[src/rtl/leaderboard_pkg.sv]
// Shared types and constants for the leaderboard tracker: default widths,
// FSM state encoding and rank codes.
package leaderboard_pkg;

  localparam int SCORE_W_DEF = 8;
  localparam int GAMES_W_DEF = 8;

  typedef enum logic [2:0] {
    IDLE     = 3'd0,
    COMPARE  = 3'd1,
    INSERT   = 3'd2,
    ACK      = 3'd3,
    WAIT_LOW = 3'd4
  } state_t;

  localparam logic [1:0] RANK_NONE = 2'd0;
  localparam logic [1:0] RANK_1    = 2'd1;
  localparam logic [1:0] RANK_2    = 2'd2;
  localparam logic [1:0] RANK_3    = 2'd3;

endpackage

[src/rtl/leaderboard_tracker_if.sv]
// Score-submission handshake and leaderboard outputs between the score
// counter (master) and the leaderboard tracker (slave).
interface leaderboard_tracker_if #(
  parameter int SCORE_W = 8,
  parameter int GAMES_W = 8
);
  // 4-phase handshake: master raises score_valid with score_in stable and holds
  // it until it sees the one-cycle score_ack, then drops it; the slave does not
  // accept again until score_valid has been seen low.
  logic [SCORE_W-1:0] score_in;
  logic               score_valid;
  logic               clear_board;
  logic               score_ack;
  logic               busy;
  logic [SCORE_W-1:0] lb1;
  logic [SCORE_W-1:0] lb2;
  logic [SCORE_W-1:0] lb3;
  logic [1:0]         rank;
  logic               new_high;
  logic [GAMES_W-1:0] games_played;

  modport master (
    output score_in, score_valid, clear_board,
    input  score_ack, busy, lb1, lb2, lb3, rank, new_high, games_played
  );

  modport slave (
    input  score_in, score_valid, clear_board,
    output score_ack, busy, lb1, lb2, lb3, rank, new_high, games_played
  );
endinterface

[src/rtl/leaderboard_rank_compare.sv]
// Combinational rank lookup: strict unsigned comparison against a sorted
// top-3 table, so ties keep the older entry higher.
module leaderboard_rank_compare
  import leaderboard_pkg::*;
#(
  parameter int SCORE_W = SCORE_W_DEF
) (
  input  logic [SCORE_W-1:0] score,
  input  logic [SCORE_W-1:0] lb1,
  input  logic [SCORE_W-1:0] lb2,
  input  logic [SCORE_W-1:0] lb3,
  output logic [1:0]         rank
);
  always_comb begin
    rank = RANK_NONE;
    if (score > lb1)      rank = RANK_1;
    else if (score > lb2) rank = RANK_2;
    else if (score > lb3) rank = RANK_3;
  end
endmodule

[src/rtl/leaderboard_tracker.sv]
// Accepts one final score per game, ranks it into a sorted top-3 table and
// counts games played (saturating). All outputs are registered.
module leaderboard_tracker
  import leaderboard_pkg::*;
#(
  parameter int SCORE_W = SCORE_W_DEF,
  parameter int GAMES_W = GAMES_W_DEF
) (
  input  logic                  clock,
  input  logic                  reset,
  leaderboard_tracker_if.slave  bus,
  output state_t                state_dbg
);
  state_t             state_q, state_d;
  logic [SCORE_W-1:0] score_r_q, score_r_d;
  logic [1:0]         rank_r_q, rank_r_d;
  logic [SCORE_W-1:0] lb1_q, lb1_d, lb2_q, lb2_d, lb3_q, lb3_d;
  logic [1:0]         rank_q, rank_d;
  logic [GAMES_W-1:0] games_q, games_d;
  logic               ack_q, ack_d, busy_q, busy_d, new_high_q, new_high_d;
  logic [1:0]         cmp_rank;

  leaderboard_rank_compare #(.SCORE_W(SCORE_W)) u_cmp (
    .score (score_r_q),
    .lb1   (lb1_q),
    .lb2   (lb2_q),
    .lb3   (lb3_q),
    .rank  (cmp_rank)
  );

  always_ff @(posedge clock) begin
    if (reset) begin
      state_q    <= IDLE;
      score_r_q  <= '0;
      rank_r_q   <= RANK_NONE;
      lb1_q      <= '0;
      lb2_q      <= '0;
      lb3_q      <= '0;
      rank_q     <= RANK_NONE;
      games_q    <= '0;
      ack_q      <= 1'b0;
      busy_q     <= 1'b0;
      new_high_q <= 1'b0;
    end else begin
      state_q    <= state_d;
      score_r_q  <= score_r_d;
      rank_r_q   <= rank_r_d;
      lb1_q      <= lb1_d;
      lb2_q      <= lb2_d;
      lb3_q      <= lb3_d;
      rank_q     <= rank_d;
      games_q    <= games_d;
      ack_q      <= ack_d;
      busy_q     <= busy_d;
      new_high_q <= new_high_d;
    end
  end

  always_comb begin
    state_d    = state_q;
    score_r_d  = score_r_q;
    rank_r_d   = rank_r_q;
    lb1_d      = lb1_q;
    lb2_d      = lb2_q;
    lb3_d      = lb3_q;
    rank_d     = rank_q;
    games_d    = games_q;
    ack_d      = 1'b0;
    new_high_d = 1'b0;
    case (state_q)
      IDLE: begin
        if (bus.clear_board) begin
          lb1_d   = '0;
          lb2_d   = '0;
          lb3_d   = '0;
          games_d = '0;
        end else if (bus.score_valid) begin
          score_r_d = bus.score_in;
          state_d   = COMPARE;
        end
      end
      COMPARE: begin
        rank_r_d = cmp_rank;
        state_d  = INSERT;
      end
      INSERT: begin
        case (rank_r_q)
          RANK_1: begin lb3_d = lb2_q; lb2_d = lb1_q; lb1_d = score_r_q; end
          RANK_2: begin lb3_d = lb2_q; lb2_d = score_r_q; end
          RANK_3: lb3_d = score_r_q;
          default: ;
        endcase
        // Registered outputs: everything visible during ACK is loaded here.
        ack_d      = 1'b1;
        rank_d     = rank_r_q;
        new_high_d = (rank_r_q == RANK_1);
        if (games_q != {GAMES_W{1'b1}}) games_d = games_q + GAMES_W'(1);
        state_d    = ACK;
      end
      ACK:      state_d = WAIT_LOW;
      WAIT_LOW: if (!bus.score_valid) state_d = IDLE;
      default:  state_d = IDLE;
    endcase
    busy_d = (state_d != IDLE);
  end

  assign bus.score_ack    = ack_q;
  assign bus.busy         = busy_q;
  assign bus.lb1          = lb1_q;
  assign bus.lb2          = lb2_q;
  assign bus.lb3          = lb3_q;
  assign bus.rank         = rank_q;
  assign bus.new_high     = new_high_q;
  assign bus.games_played = games_q;
  assign state_dbg        = state_q;
endmodule

[src/flat_wrapper.sv]
// flat-port wrapper written by rule: the top's interface ports become plain ports
module leaderboard_tracker_flat import leaderboard_pkg::*;
#(
  parameter int SCORE_W = SCORE_W_DEF,
  parameter int GAMES_W = GAMES_W_DEF
)
  (clock, reset, state_dbg, bus_score_in, bus_score_valid, bus_clear_board, bus_score_ack, bus_busy, bus_lb1, bus_lb2, bus_lb3, bus_rank, bus_new_high, bus_games_played);
  leaderboard_tracker_if #(.SCORE_W(SCORE_W), .GAMES_W(GAMES_W)) bus_i ();
  input  logic clock;
  input  logic reset;
  output state_t state_dbg;
  input wire logic [$bits(bus_i.score_in)-1:0] bus_score_in;
  input wire logic [$bits(bus_i.score_valid)-1:0] bus_score_valid;
  input wire logic [$bits(bus_i.clear_board)-1:0] bus_clear_board;
  output wire logic [$bits(bus_i.score_ack)-1:0] bus_score_ack;
  output wire logic [$bits(bus_i.busy)-1:0] bus_busy;
  output wire logic [$bits(bus_i.lb1)-1:0] bus_lb1;
  output wire logic [$bits(bus_i.lb2)-1:0] bus_lb2;
  output wire logic [$bits(bus_i.lb3)-1:0] bus_lb3;
  output wire logic [$bits(bus_i.rank)-1:0] bus_rank;
  output wire logic [$bits(bus_i.new_high)-1:0] bus_new_high;
  output wire logic [$bits(bus_i.games_played)-1:0] bus_games_played;
  assign bus_i.score_in = bus_score_in;
  assign bus_i.score_valid = bus_score_valid;
  assign bus_i.clear_board = bus_clear_board;
  assign bus_score_ack = bus_i.score_ack;
  assign bus_busy = bus_i.busy;
  assign bus_lb1 = bus_i.lb1;
  assign bus_lb2 = bus_i.lb2;
  assign bus_lb3 = bus_i.lb3;
  assign bus_rank = bus_i.rank;
  assign bus_new_high = bus_i.new_high;
  assign bus_games_played = bus_i.games_played;
  leaderboard_tracker #(.SCORE_W(SCORE_W), .GAMES_W(GAMES_W)) u_core (.clock(clock), .reset(reset), .bus(bus_i), .state_dbg(state_dbg));
endmodule
[config.mk]
export PLATFORM = sky130hd
export DESIGN_NAME = leaderboard_tracker_flat
export DESIGN_NICKNAME = d
export VERILOG_FILES = /design/src/rtl/leaderboard_pkg.sv /design/src/rtl/leaderboard_tracker_if.sv /design/src/rtl/leaderboard_rank_compare.sv /design/src/rtl/leaderboard_tracker.sv /design/src/flat_wrapper.sv
export SDC_FILE = /design/constraint.sdc
export NUM_CORES = 1
export LEC_CHECK = 0
export ABC_AREA = 1
export CAP_MARGIN = 20
export CORE_UTILIZATION = 35
export DETAILED_ROUTE_END_ITERATION = 10
export GPL_TIMING_DRIVEN = 0
export PLACE_DENSITY_LB_ADDON = 0.05
export RECOVER_POWER = 100
export SLEW_MARGIN = 10
export SYNTH_ARGS = -nofsm -noshare
export SYNTH_HDL_FRONTEND = slang
export SYNTH_SLANG_ARGS = --single-unit
[constraint.sdc]
create_clock -name clock -period 4.14 [get_ports clock]
set_clock_uncertainty 0.1 [all_clocks]
set_input_delay 0.621 -clock clock [delete_from_list [all_inputs] [get_ports clock]]
set_output_delay 0.621 -clock clock [all_outputs]
set_load 0.03 [all_outputs]
==> results of run 1 <==
==> power by group <==
| part | internal, mW | total [mW] | switching, mW |
|---|---|---|---|
| Sequential | 0.528 | 0.572 | 0.0435 |
| Clock | 0.117 | 0.275 | 0.158 |
| Combinational | 0.165 | 0.469 | 0.304 |
| Total | 0.810 | 1.32 | 0.505 |
==> worst max-delay path, delay by kind of cell <==
kind	cells	cell delay, ns
simple gates	3	0.49
compound gates	2	0.65
buf+inv	3	1.02
==> cell usage after synthesis, types with 3 or more instances <==
master / instances / area (µm²)
dfxtp_1: 50 / 1000
o21ai_0: 16 / 80.1
nand3_1: 9 / 45.0
nor3_1: 3 / 15.0
nand2_2: 3 / 18.8
ha_1: 25 / 313
nand4_1: 3 / 18.8
a21oi_1: 41 / 205
clkbuf_1: 5 / 18.8
a211oi_1: 16 / 120
inv_2: 8 / 30.0
nor2_1: 49 / 184
inv_1: 46 / 173
o21ai_1: 19 / 95.1
buf_2: 3 / 15.0
nand2_1: 68 / 255
==> worst paths after layout <==
check	from	end	depth (start not counted)
setup / recovery	bus_clear_board	u_core.bus.lb1[5]$_SDFFE_PP0P_	8
hold / removal	u_core.bus.rank[0]$_SDFFE_PP0P_	u_core.bus.rank[0]$_SDFFE_PP0P_	2
setup reg to reg	u_core.state_dbg[2]$_SDFF_PP0_	u_core.bus.lb1[5]$_SDFFE_PP0P_	7
hold reg to reg	u_core.bus.rank[0]$_SDFFE_PP0P_	u_core.bus.rank[0]$_SDFFE_PP0P_	2
==> metal layers <==
metal  GRT usage, %  wire, µm  up-vias
met5              0         0        -
met3           2.82       193        5
met1           25.6      3710     1165
met4           5.08        57        0
li1               -         -     1401
met2           29.1      3130       37
==> registers in the layout, summed over array words and instances, names as in the netlist <==
register                 count
u_core.bus.games_played      8
u_core.bus.lb1               8
u_core.bus.lb2               8
u_core.bus.lb3               8
u_core.score_r_q             8
u_core.state_dbg             3
u_core.bus.rank              2
u_core.rank_r_q              2
u_core.bus.busy              1
u_core.bus.new_high          1
u_core.bus.score_ack         1
==> through the flow <==
stage               cell area, µm²  utilization, %  setup slack (ns)  power [mW]
finish                        3460            44.5              1.48        1.32
global route                  3460            44.5              1.31        1.41
CTS                           3530            45.5              1.95        1.37
detailed placement            3460            44.5              1.77        1.09
global placement              3460            44.5              1.78        1.08
floorplan                     2820               -              2.31       0.921
==> final cells by class <==
type,instances,share of cell area (%)
Clock buffer,7,2.21
Inverter,54,5.86
Sequential cell,50,28.9
Timing Repair Buffer,51,14.8
Multi-Input combinational cell,272,43.0
Buffer,14,1.56
Tap cell,102,3.69
==> cell usage in the layout, fill, tap and decap left out, drive strengths merged <==
| cell | count |
|---|---|
| nand2 | 71 |
| nor2 | 52 |
| inv | 52 |
| dfxtp | 50 |
| a21oi | 42 |
| dlygate4sd3 | 42 |
| o21ai | 35 |
| ha | 25 |
| clkbuf | 19 |
| a211oi | 18 |
| nand3 | 12 |
| clkdlybuf4s50 | 9 |
| nor3 | 4 |
| nand4 | 3 |
| a31oi | 2 |
| o21a | 2 |
| clkinv | 2 |
| nand3b | 2 |
| buf | 2 |
| o211ai | 1 |
| a21o | 1 |
| nor3b | 1 |
| xor2 | 1 |
==> cell families after synthesis <==
logic type               after synthesis  synth area share (%)
XOR/XNOR                               1                 0.311
AND/OR/NAND/NOR                      145                  22.4
flip-flops                            50                  35.5
adder cells (fa/ha/maj)               25                  11.1
buffers and inverters                 68                  9.99
AO/OA/AOI/OAI                        101                  20.7
==> qor.txt, run 1 <==
wire per inst: 12.9 µm
Mapped Nets: 427
Worst-Margin Slew: 0.641 ns
Final Hold Vio Count: 0
relative slew slack: 57.3%
area of the multi-input gates: 1490 µm²
largest net degree at the start of global routing: 14
syn avg cell area: 7.23 µm²
worst vdd ir: 0.000146 V
WP data required: 4.27 ns
detailed-route via count: 2,608
Area Overhead vs Synth: 22.7%
Detailed Route WL: 7080 µm
number of global-route vias before repair: 2,500
Finished Layout Cells: 550
crit-path max FO: 10
FP Rows: 32
1st-pass router iterations: 4
crit-path most repeated cell: nand3_1
core area: 7770 µm²
CTS tree: yes
Synth Register Bits: 50
layout cells sized above 1: 3.13%
TritonCTS buffer count: 5
die area: 8420 µm²
CP max-delay cell: dlygate4sd3_1
ANT cells: 0
async set-reset flop share out of synthesis: 0%
Clock Tree Root: clkbuf_8
DRC errors left: 0
depth of the CTS H-tree: 2
worst hold margin: 0.366 ns
drt initial violations: 72
Nets: 485
Cells after Synth: 390
CP cell instances: dlygate4sd3_1 -> inv_1 -> nand3_1 -> nand3_1 -> a21oi_1 -> clkbuf_1 -> nor2_1 -> a211oi_2
post-synthesis sequential area ratio: 35.5%
Final period util: 64.3%
Worst Setup Start Kind: input port
Worst path max stage delay: 0.52 ns
Netlist Area Pre-Place: 2820 µm²
postcts setup bufs: 0
Die Ht: 91.7 µm
Final Max Tran Viols: 0
CTS sink cnt: 50
status: finished clean
unique cell type count in the Yosys netlist: 33
setup_tns: 0 ns
initial antenna violation count: 0
maximum root-to-sink buffer count: 2
DP Wirelength: 5640 µm
CP Capture Type: register
Min-Delay Path Class: register to register
RSZ-0062 raised after global routing: no
grt ovf: 0
count of warnings emitted by yosys: 0
number of fill cells: 843
max cap viols: 0
PwrDens: 380 nW/µm²
clk slew on worst S/H paths: 0.09 ns
clock period minus worst slack: 2.66 ns
I/O pin total: 52
CP Data Arrival Time: 2.79 ns
initial core utilization: 36.3%
Storage cell area: 1000 µm²
top_reg_cell synth: dfxtp_1
Die W: 91.7 µm
ANT nets after route: 0
first-pass GRT wire length: 12,100 µm
number of flops mapped to enable cells by yosys: 0
placed instance count: 543
critical path class: input port to register
R2R Setup Slk: 1.83 ns
CTS resizes: 0
number of port buffers: 51
fmax: 376 MHz
GRT Total Usage: 18.3%
vias per cell: 4.74
clk_lat worst skew: 0.30 ns
gp weighted congestion: 0.821
# setup viols final: 0
CTS Hold Buffers Added: 0
Leak Pwr: 1.57 nW
(Power assumes the default switching activity.)
==> run 2: changes to the inputs <==
- clock period: 4.14 -> 2.4 ns (I/O delays scaled with it)
==> run 2 against run 1 <==
Sequential share of layout area decreased by 0.40 points. Die area unchanged. Power increased by 75%. Core utilization increased by 0.63 points. First-iteration DRC count increased by 6.9%. Cell area increased by 1.4%. Routed wire length about the same. Sequential cell count unchanged. Final cell count unchanged. Non-clock buffer count unchanged. Via count increased by 1.4%.
==> qor.txt, run 2 (synthesis results as in run 1) <==
status: finished clean
Worst path max stage delay: 0.52 ns (about the same)
detailed-route via count: 2,644 (+1.4%)
first-pass GRT wire length: 12,100 µm (unchanged)
WHS Path Cells: 2 (unchanged)
Leak Pwr: 1.60 nW (+1.7%)
ANT cells: 0 (unchanged)
fmax: 498 MHz
CTS Hold Buffers Added: 0 (unchanged)
hold_sp: u_core.bus.rank[0]$_SDFFE_PP0P_
die area: 8420 µm² (unchanged)
Worst R2R Start: u_core.state_dbg[1]$_SDFF_PP0_
Worst-Margin Slew: 0.614 ns (-0.0271 ns)
wire per inst: 12.9 µm (about the same)
initial antenna violation count: 0 (unchanged)
DRC errors left: 0 (unchanged)
core area: 7770 µm² (unchanged)
critical path class: register to register
Finished Layout Cells: 550 (unchanged)
CTS tree: yes
placed cell area: 3460 µm² (unchanged)
gp weighted congestion: 0.821 (unchanged)
cell family with most CP delay: simple AND/OR/NAND/NOR gates
Detailed Route WL: 7090 µm (about the same)
Die W: 91.7 µm (unchanged)
Final Hold Vio Count: 0 (unchanged)
GRT Total Usage: 18.3% (unchanged)
clock period minus worst slack: 2.01 ns
DP Wirelength: 5640 µm (unchanged)
# setup viols final: 0 (unchanged)
drt initial violations: 77 (+6.9%)
postcts setup bufs: 0 (unchanged)
relative slew slack: 58.9% (+1.7 points)
CTS resizes: 0 (unchanged)
layout cells sized above 1: 5.13% (+2.0 points)
maximum root-to-sink buffer count: 2 (unchanged)
Final period util: 83.6%
initial core utilization: 36.3% (unchanged)
PwrDens: 655 nW/µm² (+72%)
largest net degree at the start of global routing: 14 (unchanged)
Buf/Inv on CP: 2 (-1)
grt ovf: 0 (unchanged)
CTS sink cnt: 50 (unchanged)
most common cell after layout, fill and taps aside: nand2_1
CP Data Arrival Time: 2.10 ns (-0.69 ns)
Reg-to-Reg End: u_core.score_r_q[6]$_SDFFE_PP0P_
Die Ht: 91.7 µm (unchanged)
depth of the CTS H-tree: 2 (unchanged)
setup_tns: 0 ns (unchanged)
Post-Layout Inst Area: 3510 µm² (+1.4%)
1st-pass router iterations: 4 (unchanged)
number of port buffers: 51 (unchanged)
Clock Tree Root: clkbuf_8
FP Rows: 32 (unchanged)
ANT nets after route: 0 (unchanged)
worst hold margin: 0.365 ns (-0.00134 ns)
CP cell instances: nor2_2 -> nand2_1 -> nor2_1 -> inv_2 -> clkbuf_2 -> o21ai_0 -> a21oi_1
CP max-delay cell: nor2_1
hold path endpoint: u_core.bus.rank[0]$_SDFFE_PP0P_
clk slew on worst S/H paths: 0.09 ns (about the same)
TritonCTS buffer count: 5 (unchanged)
Nets: 485 (unchanged)
M2 GR Usage: 29.1% (unchanged)
Worst Setup Start Kind: register
placed instance count: 543 (unchanged)
CP Capture Type: register
crit-path max FO: 10 (unchanged)
clk_lat worst skew: 0.30 ns (about the same)
R2R Setup Slk: 0.39 ns (-1.44 ns)
met1 GRT Util: 25.6% (unchanged)
Min-Delay Path Class: register to register
met3 Usage GRT: 2.82% (unchanged)
Final Max Tran Viols: 0 (unchanged)
commonest cells after routing, fill and taps aside: nand2_1 (70), nor2_1 (50), dfxtp_1 (50)
vias per cell: 4.81 (+1.4%)
RSZ-0062 raised after global routing: no
worst r2r path cells: 7 (unchanged)
max cap viols: 0 (unchanged)
global route hottest layer: met2
I/O pin total: 52 (unchanged)
Area Overhead vs Synth: 24.5%
WP data required: 2.49 ns (-1.78 ns)
worst vdd ir: 0.000254 V (+74%)
number of global-route vias before repair: 2,500 (unchanged)
## run 2: through the flow
| step | total power [mW] | utilization [%] | setup WS (ns) |
|---|---|---|---|
| 6_report | 2.30 | 45.2 | 0.392 |
| 5_1_grt | 2.46 | 45.2 | 0.179 |
| 4_1_cts | 2.37 | 45.5 | 0.466 |
| 2_1_floorplan | 1.59 | - | 0.568 |
| 3_5_place_dp | 1.88 | 44.5 | 0.294 |
| 3_3_place_gp | 1.87 | 44.5 | 0.299 |
## run 2: final cells by class
type                            count  area [µm²]
Fill cell                         836        4260
Inverter                           54         203
Tap cell                          102         128
Timing Repair Buffer               51         510
Clock buffer                        7        76.3
Multi-Input combinational cell    272        1510
Sequential cell                    50        1000
Buffer                             14        76.3
## run 2: worst max-delay path by stage
stage                                                 start                                      end  slack (ns)  cells past startpoint
floorplan           u_core.bus.games_played[0]$_SDFFE_PP0P_  u_core.bus.games_played[0]$_SDFFE_PP0P_        0.57                     10
global placement                                      reset           u_core.state_dbg[2]$_SDFF_PP0_        0.30                      4
detailed placement                                    reset           u_core.state_dbg[2]$_SDFF_PP0_        0.29                      4
CTS                          u_core.state_dbg[1]$_SDFF_PP0_                             state_dbg[1]        0.47                      1
global route                 u_core.state_dbg[2]$_SDFF_PP0_           u_core.bus.lb3[0]$_SDFFE_PP0P_        0.18                      9
finish                       u_core.state_dbg[1]$_SDFF_PP0_         u_core.score_r_q[6]$_SDFFE_PP0P_        0.39                      7
## run 2: power by group
part	leakage, nW	total [mW]	switching (mW)	internal (mW)
Clock	0.0383	0.478	0.276	0.202
Sequential	0.410	0.986	0.0751	0.911
Combinational	1.15	0.833	0.530	0.303
Total	1.60	2.30	0.881	1.42
## run 2: routing by layer
| layer | wire length (µm) | part of all wire (%) | up-vias |
|---|---|---|---|
| met4 | 76 | 1.1 | 0 |
| met2 | 3080 | 43 | 51 |
| met1 | 3620 | 51 | 1180 |
| met3 | 311 | 4.4 | 7 |
| li1 | - | - | 1406 |
| met5 | 0 | 0 | - |
## run 2: worst register-to-register path: stages (launching register included)
cell and delay (ns):
dfxtp_1 0.37, nor2_2 0.21, nand2_1 0.18, nor2_1 0.52, inv_2 0.07, clkbuf_2 0.22
o21ai_0 0.19, a21oi_1 0.05
==> run 3: changes to the inputs <==
- clock period: 2.4 -> 1.63 ns (I/O delays scaled with it)
==> run 3 against run 2 <==
Via count rose by 2.6%. Clock-buffer cell count rose by 1. Register-to-register slack got worse by 0.32 ns. Sequential cell count did not move. Global-route usage rose by 0.081 points. Die area did not move. Clock power rose by 51%. Non-clock buffer count rose by 8. Cell area rose by 9.7%. Power rose by 56%. Setup slack got worse by 0.32 ns. Critical path depth rose by 1.
==> qor.txt, run 3 (synthesis results as in run 1) <==
first-pass GRT wire length: 12,200 µm (+0.69%)
Final WS setup: 0.0751 ns (-0.317 ns)
most common cell after layout, fill and taps aside: nand2_1
number of port buffers: 51 (unchanged)
Detailed Route WL: 7400 µm (+4.4%)
clock period minus worst slack: 1.55 ns (-0.453 ns)
initial antenna violation count: 0 (unchanged)
detailed-route via count: 2,714 (+2.6%)
WP data required: 1.76 ns (-0.73 ns)
CTS sink cnt: 50 (unchanged)
RSZ-0062 raised after global routing: yes
Area Overhead vs Synth: 36.5%
CP Capture Type: register
layout cells sized above 1: 22.5% (+17 points)
I/O pin total: 52 (unchanged)
placed instance count: 543 (unchanged)
depth of the CTS H-tree: 2 (unchanged)
WHS Path Cells: 2 (unchanged)
maximum root-to-sink buffer count: 2 (unchanged)
number of global-route vias before repair: 2,572 (+2.9%)
GRT Total Usage: 18.4% (+0.081 points)
die area: 8420 µm² (unchanged)
largest net degree at the start of global routing: 15 (+1)
drt initial violations: 95 (+23%)
worst vdd ir: 0.000352 V (+39%)
crit-path max FO: 3 (-7)
gp weighted congestion: 0.820 (-0.12%)
CTS Hold Buffers Added: 0 (unchanged)
Worst R2R Start: u_core.bus.lb1[7]$_SDFFE_PP0P_
Final Hold Vio Count: 0 (unchanged)
ANT nets after route: 0 (unchanged)
core area: 7770 µm² (unchanged)
clk_lat worst skew: 0.31 ns (about the same)
hold_sp: u_core.bus.rank[0]$_SDFFE_PP0P_
CP Data Arrival Time: 1.69 ns (-0.41 ns)
Reg-to-Reg End: u_core.rank_r_q[1]$_SDFFE_PP0P_
setup_tns: 0 ns (unchanged)
Finished Layout Cells: 560 (+1.8%)
grt ovf: 0 (unchanged)
relative slew slack: 64.8% (+5.9 points)
CTS tree: yes
PwrDens: 930 nW/µm² (+42%)
Worst-Margin Slew: 0.527 ns (-0.0864 ns)
Leak Pwr: 1.73 nW (+8.4%)
clk slew on worst S/H paths: 0.09 ns (about the same)
DRC errors left: 0 (unchanged)
Final period util: 95.4% (+12 points)
DP Wirelength: 5560 µm (-1.4%)
max cap viols: 0 (unchanged)
worst r2r path cells: 8 (+1)
critical path class: register to register
vias per cell: 4.85 (+0.81%)
Final Max Tran Viols: 0 (unchanged)
Clock Tree Root: clkbuf_8
Die W: 91.7 µm (unchanged)
1st-pass router iterations: 4 (unchanged)
dpl ws: -0.364 ns (-0.657 ns)
status: finished clean
TritonCTS buffer count: 5 (unchanged)
R2R Setup Slk: 0.08 ns (-0.32 ns)
Nets: 494 (+1.9%)
# setup viols final: 0 (unchanged)
Die Ht: 91.7 µm (unchanged)
initial core utilization: 36.3% (unchanged)
Final Total Pwr: 3.58 mW (+56%)
Worst Setup Start Kind: register
ANT cells: 0 (unchanged)
FP Rows: 32 (unchanged)
fmax: 643 MHz (+29%)
wire per inst: 13.2 µm (+2.5%)
Min-Delay Path Class: register to register
hold path endpoint: u_core.bus.rank[0]$_SDFFE_PP0P_
commonest cells after routing, fill and taps aside: nand2_1 (61), inv_1 (42), nor2_1 (41)
[run 3: worst max-delay path, stage by stage (launching register included)]
cell and delay [ns]:
dfxtp_2 0.36, inv_2 0.06, ha_4 0.27, nand2_2 0.06, nor2_4 0.11, nand4_1 0.13
a21oi_2 0.21, nand2_1 0.07, a21oi_1 0.12
[run 3: cell type report]
cell class                      count  area, µm²
Timing Repair Buffer               59        520
Tap cell                          102        128
Buffer                             14       90.1
Inverter                           54        210
Clock buffer                        8       80.1
Fill cell                         835       3920
Multi-Input combinational cell    273       1760
Sequential cell                    50       1050
[run 3: layer usage]
metal / track usage (%) / part of all wire [%] / up-vias / wire (µm)
li1: - / - / 1429 / -
met5: 0 / 0 / - / 0
met1: 25.1 / 50 / 1242 / 3730
met4: 4.82 / 0.99 / 0 / 73
met3: 3.07 / 2.8 / 5 / 206
met2: 29.9 / 46 / 38 / 3390
[run 3: repair_timing]
item | 4_1_cts | 5_1_grt
setup buffers | 4 | 3
pin swaps | 11 | 15
resized for setup | 60 | 62
endpoints found under the setup margin | 67 | 34
gates cloned | 1 | 1
[run 3: where the power goes]
part | switching [mW] | internal (mW)
registers | 0.122 | 1.35
logic | 0.863 | 0.523
clock network | 0.415 | 0.307
total | 1.40 | 2.18
[run 3: stage by stage]
stage / cell area, µm² / hold WS, ns / utilization (%)
finish: 3850 / 0.366 / 49.5
global route: 3850 / 0.389 / 49.5
CTS: 3610 / 0.370 / 46.5
detailed placement: 3470 / 0.359 / 44.7
global placement: 3470 / 0.353 / 44.7
floorplan: 2840 / 0.250 / -
[run 3: worst max-delay path by stage]
stage / slack, ns / startpoint / to / depth (start not counted)
floorplan: -0.01 / u_core.bus.games_played[2]$_SDFFE_PP0P_ / u_core.bus.games_played[0]$_SDFFE_PP0P_ / 9
global placement: -0.38 / reset / u_core.state_dbg[2]$_SDFF_PP0_ / 4
detailed placement: -0.36 / reset / u_core.bus.busy$_SDFF_PP0_ / 4
CTS: 0.004 / u_core.score_r_q[7]$_SDFFE_PP0P_ / u_core.rank_r_q[1]$_SDFFE_PP0P_ / 7
global route: -0.03 / u_core.bus.games_played[0]$_SDFFE_PP0P_ / u_core.bus.games_played[0]$_SDFFE_PP0P_ / 10
finish: 0.08 / u_core.bus.lb1[7]$_SDFFE_PP0P_ / u_core.rank_r_q[1]$_SDFFE_PP0P_ / 8
